`config.mk`:
```
export PLATFORM = sky130hd
export DESIGN_NAME = truth_table_sweeper
export DESIGN_NICKNAME = d
export VERILOG_FILES = /design/src/rtl/truth_table_sweeper.sv
export SDC_FILE = /design/constraint.sdc
export NUM_CORES = 1
export LEC_CHECK = 0
export ABC_AREA = 1
export CORE_MARGIN = 2
export CORE_UTILIZATION = 45
export DETAILED_ROUTE_END_ITERATION = 12
export PLACE_DENSITY_LB_ADDON = 0.1
export SLEW_MARGIN = 20
export SYNTH_ARGS = -nofsm -noshare
export SYNTH_HDL_FRONTEND = slang
export SYNTH_SLANG_ARGS = --single-unit
```
`constraint.sdc`:
```
create_clock -name clk -period 6.2 [get_ports clk]
set_input_delay 1.24 -clock clk [delete_from_list [all_inputs] [get_ports clk]]
set_output_delay 1.24 -clock clk [all_outputs]
set_load 0.02 [all_outputs]
```
`src/rtl/truth_table_sweeper.sv`:
```
// rtl/truth_table_sweeper.sv - exhaustive 16-vector sweep of a 4-input function against an expected truth table
`timescale 1ns/1ps

module truth_table_sweeper #(
  parameter int SETTLE = 1
) (
  input  logic        clk,
  input  logic        rst_n,
  input  logic        start,
  input  logic [15:0] expected,
  input  logic        s_in,
  output logic        x,
  output logic        y,
  output logic        w,
  output logic        z,
  output logic        busy,
  output logic        done,
  output logic        pass,
  output logic [4:0]  err_count,
  output logic [3:0]  first_err,
  output logic        first_err_valid
);

  typedef enum logic [1:0] {
    S_IDLE,
    S_DRIVE,
    S_SAMPLE,
    S_DONE
  } state_t;

  // Last value of the settle counter before moving on to SAMPLE.
  localparam logic [3:0] SETTLE_LAST = 4'(SETTLE - 1);

  state_t      r_state;
  logic [15:0] r_exp;
  logic [3:0]  r_idx;
  logic [3:0]  r_settle;
  logic [3:0]  r_vec;
  logic        r_busy;
  logic        r_done;
  logic        r_pass;
  logic [4:0]  r_err_count;
  logic [3:0]  r_first_err;
  logic        r_first_err_valid;

  logic        w_mismatch;
  logic [4:0]  w_err_next;

  // Mismatch is only consumed at the SAMPLE closing edge, so s_in never reaches an output combinationally.
  assign w_mismatch = (s_in != r_exp[r_idx]);
  assign w_err_next = r_err_count + {4'd0, w_mismatch};

  // Sweep controller: every output is a register updated here.
  always_ff @(posedge clk or negedge rst_n) begin
    if (!rst_n) begin
      r_state           <= S_IDLE;
      r_exp             <= 16'd0;
      r_idx             <= 4'd0;
      r_settle          <= 4'd0;
      r_vec             <= 4'd0;
      r_busy            <= 1'b0;
      r_done            <= 1'b0;
      r_pass            <= 1'b0;
      r_err_count       <= 5'd0;
      r_first_err       <= 4'd0;
      r_first_err_valid <= 1'b0;
    end else begin
      case (r_state)
        S_IDLE: begin
          if (start) begin
            r_exp             <= expected;
            r_idx             <= 4'd0;
            r_settle          <= 4'd0;
            r_vec             <= 4'd0;
            r_busy            <= 1'b1;
            r_pass            <= 1'b0;
            r_err_count       <= 5'd0;
            r_first_err       <= 4'd0;
            r_first_err_valid <= 1'b0;
            r_state           <= S_DRIVE;
          end
        end
        S_DRIVE: begin
          if (r_settle == SETTLE_LAST) begin
            r_state <= S_SAMPLE;
          end else begin
            r_settle <= r_settle + 4'd1;
          end
        end
        S_SAMPLE: begin
          r_err_count <= w_err_next;
          if (w_mismatch && !r_first_err_valid) begin
            r_first_err       <= r_idx;
            r_first_err_valid <= 1'b1;
          end
          if (r_idx == 4'd15) begin
            // Final vector: pass must reflect this sample's mismatch too, hence w_err_next.
            r_busy  <= 1'b0;
            r_vec   <= 4'd0;
            r_done  <= 1'b1;
            r_pass  <= (w_err_next == 5'd0);
            r_state <= S_DONE;
          end else begin
            r_idx    <= r_idx + 4'd1;
            r_vec    <= r_idx + 4'd1;
            r_settle <= 4'd0;
            r_state  <= S_DRIVE;
          end
        end
        S_DONE: begin
          r_done  <= 1'b0;
          r_state <= S_IDLE;
        end
        default: begin
          r_state <= S_IDLE;
        end
      endcase
    end
  end

  assign {x, y, w, z}    = r_vec;
  assign busy            = r_busy;
  assign done            = r_done;
  assign pass            = r_pass;
  assign err_count       = r_err_count;
  assign first_err       = r_first_err;
  assign first_err_valid = r_first_err_valid;

endmodule

```
### Word-level counts from Yosys, hierarchy flattened

Index checks and enable logic that the tools add are counted.

* register bits: 43
* bits in latches: 0
* memory bits (writable): 0
* bits in read-only memories: 0
* input port bits: 20
* output and inout port bits: 17
* logic and storage cells: 70
* memories kept: 0

* add/subtract/negate cells: 3
* multipliers: 0
* div/mod/pow operators: 0
* magnitude comparators: 1
* equal/unequal tests: 11
* shift-type cells: 0
* multiplexer cells: 28
* bitwise logic cells: 0
* reduce and logical (&&, ||, !) cells: 16

Operator list (number)
* two-way mux 4 bit: 6
* case mux 4 bit (2 select lines): 3
* inequality test 2 bit (second input constant): 6
* case mux 4 bit (3 select lines): 1
* case mux 5 bit (2 select lines): 1
* AND reduction 3 bit: 3
* adder 4 x 1 -> 4 bit (second input constant): 2
* case mux 1 bit (2 select lines): 4
* case mux 2 bit (4 select lines): 1
* AND reduction 2 bit: 4
* two-way mux 1 bit: 7
* two-way mux 2 bit: 3
* adder 5 x 1 -> 5 bit: 1
* zero test 5 bit: 1
* < comparator 4 x 5 -> 1 bit (second input constant): 1
* two-way mux 5 bit: 1
* binary-select mux 1 bit (select 4 bit): 1
* equality test 2 bit (second input constant): 2
* equality test 4 bit (second input constant): 1
* zero test 4 bit: 1
* AND reduction 4 bit: 1
* nonzero test 2 bit: 2
* nonzero test 3 bit: 1
* equality test 2 x 1 -> 1 bit (second input constant): 1
* 4 further kinds: 4

### Longest topological paths before layout

Gate-level depths: netlist (run 1).

* depth after elaboration: 7
* mapped depth: 15
* mapped depth without buffers: 14

### Least setup slack after synthesis (run 1)

OpenSTA, ideal clock, no wires.

* kind: input -> register
* start point: input port s_in
* end point: register r_pass (netlist: pass)
* library setup time: 0.110 ns
* arrival time: 2.325 ns
* required time: 6.090 ns
* setup slack: 3.765 ns
* stages on the path: 7
* path buffers: 0
* cells stage by stage: nand3_1 -> nand2_4 -> ha_1 -> ha_1 -> nand3_1 -> xor2_1 -> o41ai_1

* cells in the longest elaborated chain, start to end: 5

Ends and longest elaborated chain
* start, declared: RTL line 11 `input logic s_in,`
* inequality test 1 bit: RTL line 50 `assign w_mismatch = (s_in != r_exp[r_idx]);`
* adder 5 x 1 -> 5 bit: RTL line 51 `assign w_err_next = r_err_count + {4'd0, w_mismatch};`
* zero test 5 bit: RTL line 101 `r_pass <= (w_err_next == 5'd0);`
* two-way mux 1 bit: RTL line 96 `if (r_idx == 4'd15) begin`
* case mux 1 bit (2 select lines): RTL line 68 `case (r_state)`
* end signal, assigned: RTL line 101
* end, declared: RTL line 41 `logic r_pass;`

Every way passes these cells. The select of a mux whose other input is x is not followed.
A chain may end at the register's enable or synchronous reset.

### Worst setup path after layout (run 1)

Same ends and word-level chain as after synthesis.

==> results.sh, run 1 <==
export IMPL_status="completed"
export IMPL_cp_cell_sequence="clkdlybuf4s50_1 > nand3_1 > nand2_4 > ha_1 > ha_1 > nand3_1 > xor2_1 > o41ai_1"
export IMPL_max_freq_mhz=353.8
export IMPL_ant_nets=0
export IMPL_cp_top_family="buffers and inverters"
export IMPL_syn_mean_instance_area_um2=8.630
export IMPL_root_buffer="clkbuf_8"
export IMPL_core_area_um2=4414
export IMPL_dieWidth_um=72.27
export IMPL_synthAdderAreaFrac=0.02983
export IMPL_dpl_hpwl_mm=2.939
export IMPL_path_max_fanout=5
export IMPL_grt_pass1_vias=1676
export IMPL_worstSetupEndpoint="pass$_DFFE_PN0P_"
export IMPL_rows=24
export IMPL_setup_tns_ns=0
export IMPL_synth_warning_count=0
export IMPL_power_density_nw_per_um2=441.4
export IMPL_ctsHoldBuffers=0
export IMPL_worst_path_stages=8
export IMPL_combinationalPowerShare=0.447
export IMPL_cts_resized_gates=0
export IMPL_io_pins=37
export IMPL_htreeDepth=2
export IMPL_gp_congestion=0.7445
export IMPL_seq_area_um2=1076
export IMPL_hold_class="flop to flop"
export IMPL_rrSetupSlack_ns=3.62
export IMPL_crit_type="primary input to flop"
export IMPL_min_path_cells=2
export IMPL_clk_path_buf_depth=2
export IMPL_slew_violations=0
export IMPL_synth_nets=268
export IMPL_tritoncts_num_buffers=5
export IMPL_clkPwrFrac=0.171
export IMPL_nets=306
export IMPL_ys_types=24
export IMPL_yosysSeqAreaShare=0.5131
export IMPL_multi_input_area_um2=848.3
export IMPL_tightest_slew_ns=0.9592
export IMPL_die_h_um=72.27
export IMPL_clock_sinks=43
export IMPL_yosysTopAreaCell="dfrtp_1"
export IMPL_nFillCells=417
export IMPL_initial_core_util=0.4751
export IMPL_synth_compound_area_frac=0.08234
export IMPL_r2r_end="pass$_DFFE_PN0P_"
export IMPL_endpoint_kind="flop"
export IMPL_startpoint="s_in"
export IMPL_drt_pre_antenna_iters=4
export IMPL_irDropWorstVdd_v=0.0001746
export IMPL_grt_max_degree=44
export IMPL_yosysTopAreaCellShare=0.5131
export IMPL_fin_skew_ns=0.004277
export IMPL_rr_startpoint="r_idx[0]$_DFFE_PN0P_"
export IMPL_wl_per_cell_um=12.41
export IMPL_max_slew_margin=0.3605
export IMPL_rsz0062_at_grt="false"
export IMPL_hold_viol_final=0
export IMPL_synth_area_mux_share=0
export IMPL_drtIter0Drc=76
export IMPL_path_buf_inv=1
export IMPL_grt_pass1_wl_mm=7.245
export IMPL_dieArea_um2=5222
export IMPL_io_buffers=36
export IMPL_hold_ws_ns=0.4721
export IMPL_synth_top_family_by_area="simple AND/OR/NAND/NOR gates"
export IMPL_cp_required_ns=6.39
export IMPL_yosys_register_bits=43
export IMPL_drt_drc_violations_left=0
export IMPL_antenna_found_initial=0
export IMPL_vias=1660
export IMPL_swShare=0.4259
export IMPL_arrival_ns=3.01
export IMPL_worst_setup_path_start_kind="primary input"
export IMPL_drive_gt1_frac=0.1135
export IMPL_area_growth_pct=22.85
export IMPL_via_per_inst=4.970
export IMPL_drv_cap=0
export IMPL_fin_crit_ns=2.826
export IMPL_power_frac_seq=0.382
export IMPL_grt_ovfl_total=0
export IMPL_cts_setup_buffers=0
export IMPL_insertedDiodeCount=0
export IMPL_p_sw_mw=0.4844
export IMPL_syn_area_um2=2097
export IMPL_r2r_cells=13
export IMPL_p_int_mw=0.6529
export IMPL_cts_tree="done"
export IMPL_wl_mm=4.146
export IMPL_synthesis_instances=243
export IMPL_max_stage_delay_ns=0.52
export IMPL_grt_usage=0.1806
export IMPL_power_leakage_nw=1.255
export IMPL_synth_area_leaders="dfrtp_1 51%, nand2_1 12%, nand3_1 6.9%"
export IMPL_clk_pin_slew_ns=0.08
export IMPL_insertion_delay_ns=0.30
export IMPL_yosys_area_share_xor_xnor=0.02088
export IMPL_min_period_over_period=0.4559
export IMPL_yosys_area_share_simple=0.2715
export IMPL_cp_slowest_cell="clkdlybuf4s50_1"
export IMPL_setup_violations=0
==> cell type report <==
cell class | instances | area share
sequential | 43 | 0.4177
tap | 52 | 0.02525
multi-input combinational | 160 | 0.3293
inverter | 35 | 0.05100
timing repair buffer | 36 | 0.1379
clock buffer | 8 | 0.03885
==> per-stage QoR <==
step           utilization  power [mW]  instances  setup slack [ns]  area [um2]
5_1_grt             0.5836       1.242        334             3.281        2576
6_report            0.5836       1.137        334             3.374        2576
4_1_cts             0.5836       1.151        334             3.375        2576
2_1_floorplan            -      0.8277        243             3.765        2097
3_3_place_gp        0.5609      0.9465        326             3.123        2476
3_5_place_dp        0.5609      0.9546        326             3.061        2476
==> worst min-delay path, stage by stage (launching register included) <==
cell and delay [ns]:
dfrtp_1 0.34, nand2_1 0.06, nand2_1 0.04
==> power by group through the flow <==
| stage | combinational, mW | clock [mW] | sequential (mW) |
|---|---|---|---|
| floorplan | 0.386 | 0 | 0.442 |
| global placement | 0.507 | 0 | 0.439 |
| global route | 0.586 | 0.210 | 0.446 |
| detailed placement | 0.515 | 0 | 0.440 |
| finish | 0.509 | 0.194 | 0.434 |
| CTS | 0.517 | 0.199 | 0.435 |
==> synthesized netlist by cell type, drive strengths merged <==
cell	number
nand2	71
dfrtp	43
nand3	36
inv	35
o21ai	30
nor2	7
buf	5
ha	5
xor2	4
a21oi	2
nand4	1
nor3	1
nor3b	1
o41ai	1
xnor2	1
==> flip-flops by register name (all words and copies together) (netlist names) <==
name / flops
r_exp: 16
err_count: 5
first_err: 4
r_idx: 4
r_settle: 4
r_vec: 4
r_state: 2
busy: 1
done: 1
first_err_valid: 1
pass: 1
==> cells in the final DEF (no fill, tap or decap), drive strengths merged <==
master         instances
xnor2                  1
nor2                   7
buf                    1
xor2                   4
nor3                   1
a21oi                  2
o21ai                 30
ha                     5
clkdlybuf4s50         35
inv                   35
clkbuf                 8
dfrtp                 43
o41ai                  1
nand3                 36
nand2                 71
nand4                  1
nor3b                  1
==> worst min path at each step <==
stage / start / end
detailed placement: r_vec[0]$_DFFE_PN0P_ / r_vec[0]$_DFFE_PN0P_
global placement: r_vec[0]$_DFFE_PN0P_ / r_vec[0]$_DFFE_PN0P_
global route: r_vec[2]$_DFFE_PN0P_ / r_vec[2]$_DFFE_PN0P_
finish: r_vec[0]$_DFFE_PN0P_ / r_vec[0]$_DFFE_PN0P_
CTS: r_vec[0]$_DFFE_PN0P_ / r_vec[0]$_DFFE_PN0P_
floorplan: r_exp[13]$_DFFE_PN0P_ / r_exp[13]$_DFFE_PN0P_
==> per-layer routing <==
metal	part of all wire	GRT usage
met1	0.47	0.2161
met3	0.041	0.05278
met2	0.47	0.3048
met4	0.016	0.07338
met5	0	0
==> cells by family (layout without fill, tap and decap cells) <==
family	after synthesis	count (layout)
simple gates	117	117
fa+ha+maj	5	5
buf+inv	40	79
compound gates	33	33
flops	43	43
xor+xnor	5	5
(Power assumes the default switching activity.)
==> run 2, diff against run 1 <==
- clock period: 6.2 -> 2.4 ns (I/O delays scaled with it)
==> run 2 against run 1 <==
Final cell count rose by 2.1%. Setup slack got worse by 3.2 ns. Cell area increased by 4.1%. Global-route usage decreased by 0.55 points. Die area did not move. Utilization grew 2.4 points. Critical path depth rose by 5. Clock power rose by 140%. Total power increased to 2.7 times the previous value. Clock skew barely moved. Register-to-register slack got worse by 3.5 ns. Sequential share of layout area fell by 1.6 points.
==> results.sh, run 2 (synthesis gave the netlist of run 1 again) <==
export IMPL_cp_top_family="simple AND/OR/NAND/NOR gates"
export IMPL_tritoncts_num_buffers=5
export IMPL_insertedDiodeCount=0
export IMPL_path_max_fanout=7
export IMPL_arrival_ns=2.43
export IMPL_core_area_um2=4414
export IMPL_r2r_cells=13
export IMPL_status="completed"
export IMPL_fin_skew_ns=0.003875
export IMPL_layout_setup_ws_ns=0.1576
export IMPL_dieArea_um2=5222
export IMPL_worst_setup_path_start_kind="flop"
export IMPL_tightest_slew_ns=0.5933
export IMPL_die_h_um=72.27
export IMPL_wl_mm=4.209
export IMPL_max_freq_mhz=445.9
export IMPL_gp_congestion=0.8298
export IMPL_nets=314
export IMPL_io_buffers=36
export IMPL_clk_pin_slew_ns=0.08
export IMPL_power_density_nw_per_um2=1138
export IMPL_dpl_hpwl_mm=3.059
export IMPL_rows=24
export IMPL_cp_slowest_cell="dfrtp_2"
export IMPL_grt_usage=0.1751
export IMPL_power_leakage_nw=1.302
export IMPL_area_growth_pct=27.86
export IMPL_layout_common_cells="65 x nand2_1, 42 x dfrtp_1, 35 x clkdlybuf4s50_1"
export IMPL_hold_class="primary input to async pin"
export IMPL_place_ws_ns=0.003872
export IMPL_hold_viol_final=0
export IMPL_max_slew_margin=0.6045
export IMPL_grt_pass1_vias=1584
export IMPL_drive_gt1_frac=0.1626
export IMPL_ant_nets=0
export IMPL_path_buf_inv=1
export IMPL_dieWidth_um=72.27
export IMPL_crit_type="flop to flop"
export IMPL_vias=1699
export IMPL_grt_ovfl_total=0
export IMPL_grt_pass1_wl_mm=7.017
export IMPL_final_core_util=0.6074
export IMPL_root_buffer="clkbuf_8"
export IMPL_drtIter0Drc=59
export IMPL_cp_cell_sequence="buf_4 > nand2_1 > nand3_1 > nand3_2 > nand3_2 > nand2_2 > nand2_2 > nand2_4 > ha_4 > ha_4 > nand3_1 > xor2_1 > o41ai_2"
export IMPL_clk_path_buf_depth=2
export IMPL_endpoint_kind="flop"
export IMPL_drv_cap=0
export IMPL_slew_violations=0
export IMPL_cp_required_ns=2.59
export IMPL_grt_max_degree=31
export IMPL_min_period_over_period=0.9343
export IMPL_rr_startpoint="r_idx[0]$_DFFE_PN0P_"
export IMPL_fin_crit_ns=2.242
export IMPL_wl_per_cell_um=12.34
export IMPL_initial_core_util=0.4751
export IMPL_io_pins=37
export IMPL_drt_drc_violations_left=0
export IMPL_clock_sinks=43
export IMPL_r2r_end="pass$_DFFE_PN0P_"
export IMPL_rsz0062_at_grt="false"
export IMPL_top_register="r_exp"
export IMPL_largest_register_ffs=16
export IMPL_cts_tree="done"
export IMPL_setup_tns_ns=0
export IMPL_irDropWorstVdd_v=0.0005553
export IMPL_drt_pre_antenna_iters=4
export IMPL_rrSetupSlack_ns=0.16
export IMPL_via_per_inst=4.982
export IMPL_max_stage_delay_ns=0.48
export IMPL_htreeDepth=2
export IMPL_insertion_delay_ns=0.30
export IMPL_layout_commonest_cell="nand2_1"
export IMPL_antenna_found_initial=0
export IMPL_setup_violations=0
==> run 2: cell count changes in the layout (fill, tap and decap cells not counted), moves of 2 or more <==
cell     before  now
nand3_1      29   27
ha_4          0    2
ha_1          5    3
buf_4         0    7
nand3_2       7    9
==> run 2: layout make-up <==
cell class / count / area, um2
tap: 52 / 65.06
fill: 402 / 1733
clock buffer: 6 / 82.58
multi-input combinational: 160 / 898.4
inverter: 35 / 133.9
timing repair buffer: 44 / 419.2
clock inverter: 1 / 5.005
sequential: 43 / 1077
==> run 2: timing repair <==
action,CTS,global route
setup buffers,0,1
pin swaps,0,1
gates resized for setup,1,10
hold buffers,0,0
setup endpoints to repair,1,1
==> run 2: worst max path at each step <==
| stage | from | endpoint | slack, ns | cells past startpoint |
|---|---|---|---|---|
| detailed placement | s_in | pass$_DFFE_PN0P_ | 0.004 | 9 |
| global route | r_idx[0]$_DFFE_PN0P_ | pass$_DFFE_PN0P_ | 0.03 | 13 |
| floorplan | r_idx[0]$_DFFE_PN0P_ | pass$_DFFE_PN0P_ | 0.33 | 12 |
| global placement | s_in | pass$_DFFE_PN0P_ | 0.12 | 9 |
| finish | r_idx[0]$_DFFE_PN0P_ | pass$_DFFE_PN0P_ | 0.16 | 13 |
| CTS | r_idx[0]$_DFFE_PN0P_ | pass$_DFFE_PN0P_ | 0.01 | 12 |
==> run 2: power by group <==
part	switching [mW]	internal, mW	total [mW]	leakage, nW
clock network	0.238	0.226	0.464	0.0470
registers	0.137	0.959	1.10	0.558
logic	0.929	0.563	1.49	0.698
==> run 2: per-layer routing <==
metal | up-vias | GRT usage | wire length, um
li1 | 865 | - | -
met1 | 786 | 0.2283 | 1915
met3 | 9 | 0.03472 | 187
met5 | - | 0 | 0
met4 | 0 | 0.08386 | 86
met2 | 39 | 0.2803 | 2021
==> run 2: through the flow <==
step	cells	power, mW	instance area (um2)	hold WS (ns)
2_1_floorplan	243	2.138	2097	0.1844
3_3_place_gp	333	2.509	2529	0.4600
3_5_place_dp	333	2.533	2529	0.4579
4_1_cts	340	3.004	2618	0.1928
5_1_grt	341	3.322	2681	0.2188
6_report	341	3.052	2681	0.1766
==> run 3, diff against run 2 <==
- CORE_UTILIZATION: 45 -> 47
==> run 3 against run 2 <==
Die area is 4.0% lower. Hold slack worse by 0.032 ns. Critical endpoint unchanged. Register-to-register slack barely moved. Largest power group unchanged.
==> results.sh, run 3 (synthesis gave the netlist of run 1 again) <==
export IMPL_hold_viol_final=0
export IMPL_startpoint="r_idx[0]$_DFFE_PN0P_"
export IMPL_tritoncts_num_buffers=5
export IMPL_layout_commonest_cell="nand2_1"
export IMPL_rows=24
export IMPL_irDropWorstVdd_v=0.0005255
export IMPL_rr_startpoint="r_idx[0]$_DFFE_PN0P_"
export IMPL_status="completed"
export IMPL_path_max_fanout=7
export IMPL_insertedDiodeCount=0
export IMPL_die_h_um=70.80
export IMPL_layout_common_cells="65 x nand2_1, 42 x dfrtp_1, 35 x clkdlybuf4s50_1"
export IMPL_ctsHoldBuffers=0
export IMPL_grt_pass1_wl_mm=7.141
export IMPL_seq_area_um2=1077
export IMPL_vias=1711
export IMPL_min_period_over_period=0.9283
export IMPL_grt_max_degree=44
export IMPL_worst_setup_path_start_kind="flop"
export IMPL_initial_core_util=0.4850
export IMPL_ant_nets=0
export IMPL_arrival_ns=2.43
export IMPL_largest_register_ffs=16
export IMPL_tightest_slew_ns=0.3434
export IMPL_max_slew_margin=0.7702
export IMPL_wl_per_cell_um=12.41
export IMPL_grt_ovfl_total=0
export IMPL_io_pins=37
export IMPL_setup_violations=0
export IMPL_root_buffer="clkbuf_8"
export IMPL_slew_violations=0
export IMPL_r2r_end="pass$_DFFE_PN0P_"
export IMPL_layout_setup_ws_ns=0.1720
export IMPL_hold_class="primary input to async pin"
export IMPL_cts_tree="done"
export IMPL_htreeDepth=2
export IMPL_drtIter0Drc=80
export IMPL_top_register="r_exp"
export IMPL_nets=313
export IMPL_drv_cap=0
export IMPL_rrSetupSlack_ns=0.17
export IMPL_dieArea_um2=5012
export IMPL_max_freq_mhz=448.8
export IMPL_core_area_um2=4324
export IMPL_cp_required_ns=2.60
export IMPL_via_per_inst=5.018
export IMPL_drt_drc_violations_left=0
export IMPL_grt_pass1_vias=1569
export IMPL_clock_sinks=43
export IMPL_place_ws_ns=0.06935
export IMPL_setup_tns_ns=0
export IMPL_dpl_hpwl_mm=2.989
export IMPL_fin_crit_ns=2.228
export IMPL_multi_input_area_um2=890.9
export IMPL_grt_usage=0.1819
export IMPL_dieWidth_um=70.80
export IMPL_r2r_cells=13
export IMPL_endpoint_kind="flop"
export IMPL_clk_pin_slew_ns=0.08
export IMPL_clk_path_buf_depth=2
export IMPL_drive_gt1_frac=0.1592
export IMPL_insertion_delay_ns=0.29
export IMPL_io_buffers=36
export IMPL_placed_area_um2=2534
export IMPL_postLayoutCellArea_um2=2671
export IMPL_worstSetupEndpoint="pass$_DFFE_PN0P_"
export IMPL_fin_skew_ns=0.004600
export IMPL_crit_type="flop to flop"
export IMPL_power_density_nw_per_um2=1133
export IMPL_area_growth_pct=27.39
export IMPL_power_leakage_nw=1.295
export IMPL_drt_pre_antenna_iters=4
export IMPL_antenna_found_initial=0
export IMPL_gp_congestion=0.7979
export IMPL_wl_mm=4.231
export IMPL_nFillCells=393
## run 3: worst min path at each step
| stage | slack, ns | to | from |
|---|---|---|---|
| final | 0.14 | r_settle[2]$_DFFE_PN0P_ | rst_n |
| after global routing | 0.15 | r_settle[2]$_DFFE_PN0P_ | rst_n |
| after CTS | 0.15 | r_settle[2]$_DFFE_PN0P_ | rst_n |
| after detailed placement | 0.46 | r_exp[7]$_DFFE_PN0P_ | r_exp[7]$_DFFE_PN0P_ |
| after global placement | 0.46 | r_exp[7]$_DFFE_PN0P_ | r_exp[7]$_DFFE_PN0P_ |
| after floorplan | 0.18 | busy$_DFFE_PN0P_ | rst_n |
## run 3: report_power, final
group	total, mW	leakage [nW]	switching, mW	internal [mW]
logic	1.49	0.689	0.945	0.545
clock network	0.447	0.0477	0.247	0.199
registers	1.09	0.558	0.132	0.959
## run 3: worst max-delay path, cell delays in order, from the launching register on
cell	delay (ns)
dfrtp_2	0.47
buf_4	0.17
o21ai_1	0.13
nand2_1	0.07
nand3_2	0.08
nand3_4	0.08
nand2_2	0.10
nand2_2	0.06
nand2_4	0.08
ha_2	0.20
ha_4	0.15
nand3_1	0.10
xor2_1	0.18
o41ai_2	0.27
## run 3: layout make-up
class / instances / area share
clock buffers: 5 / 0.02576
clock inverters: 3 / 0.005621
inverters: 35 / 0.05012
multi-input cells: 160 / 0.3335
flip-flops and latches: 43 / 0.4033
well taps: 52 / 0.02436
repair buffers: 43 / 0.1574
## run 3: metal layers
metal	part of all wire	routed length (um)	global-route usage	up-vias
li1	-	-	-	865
met1	0.48	2022	0.2437	800
met2	0.47	1968	0.2793	40
met3	0.043	183	0.05556	6
met4	0.013	57	0.06918	0
met5	0	0	0	-
## run 3: per-stage QoR
stage / cells / total power, mW / hold slack (ns) / utilization
2_1_floorplan: 243 / 2.138 / 0.1844 / -
3_3_place_gp: 332 / 2.511 / 0.4573 / 0.5859
3_5_place_dp: 332 / 2.538 / 0.4605 / 0.5859
4_1_cts: 340 / 3.000 / 0.1471 / 0.6053
5_1_grt: 341 / 3.283 / 0.1533 / 0.6178
6_report: 341 / 3.028 / 0.1445 / 0.6178
## run 3: timing repair
action,4_1_cts,5_1_grt
resized for setup,0,11
setup buffers,0,1
endpoints found under the setup margin,0,2
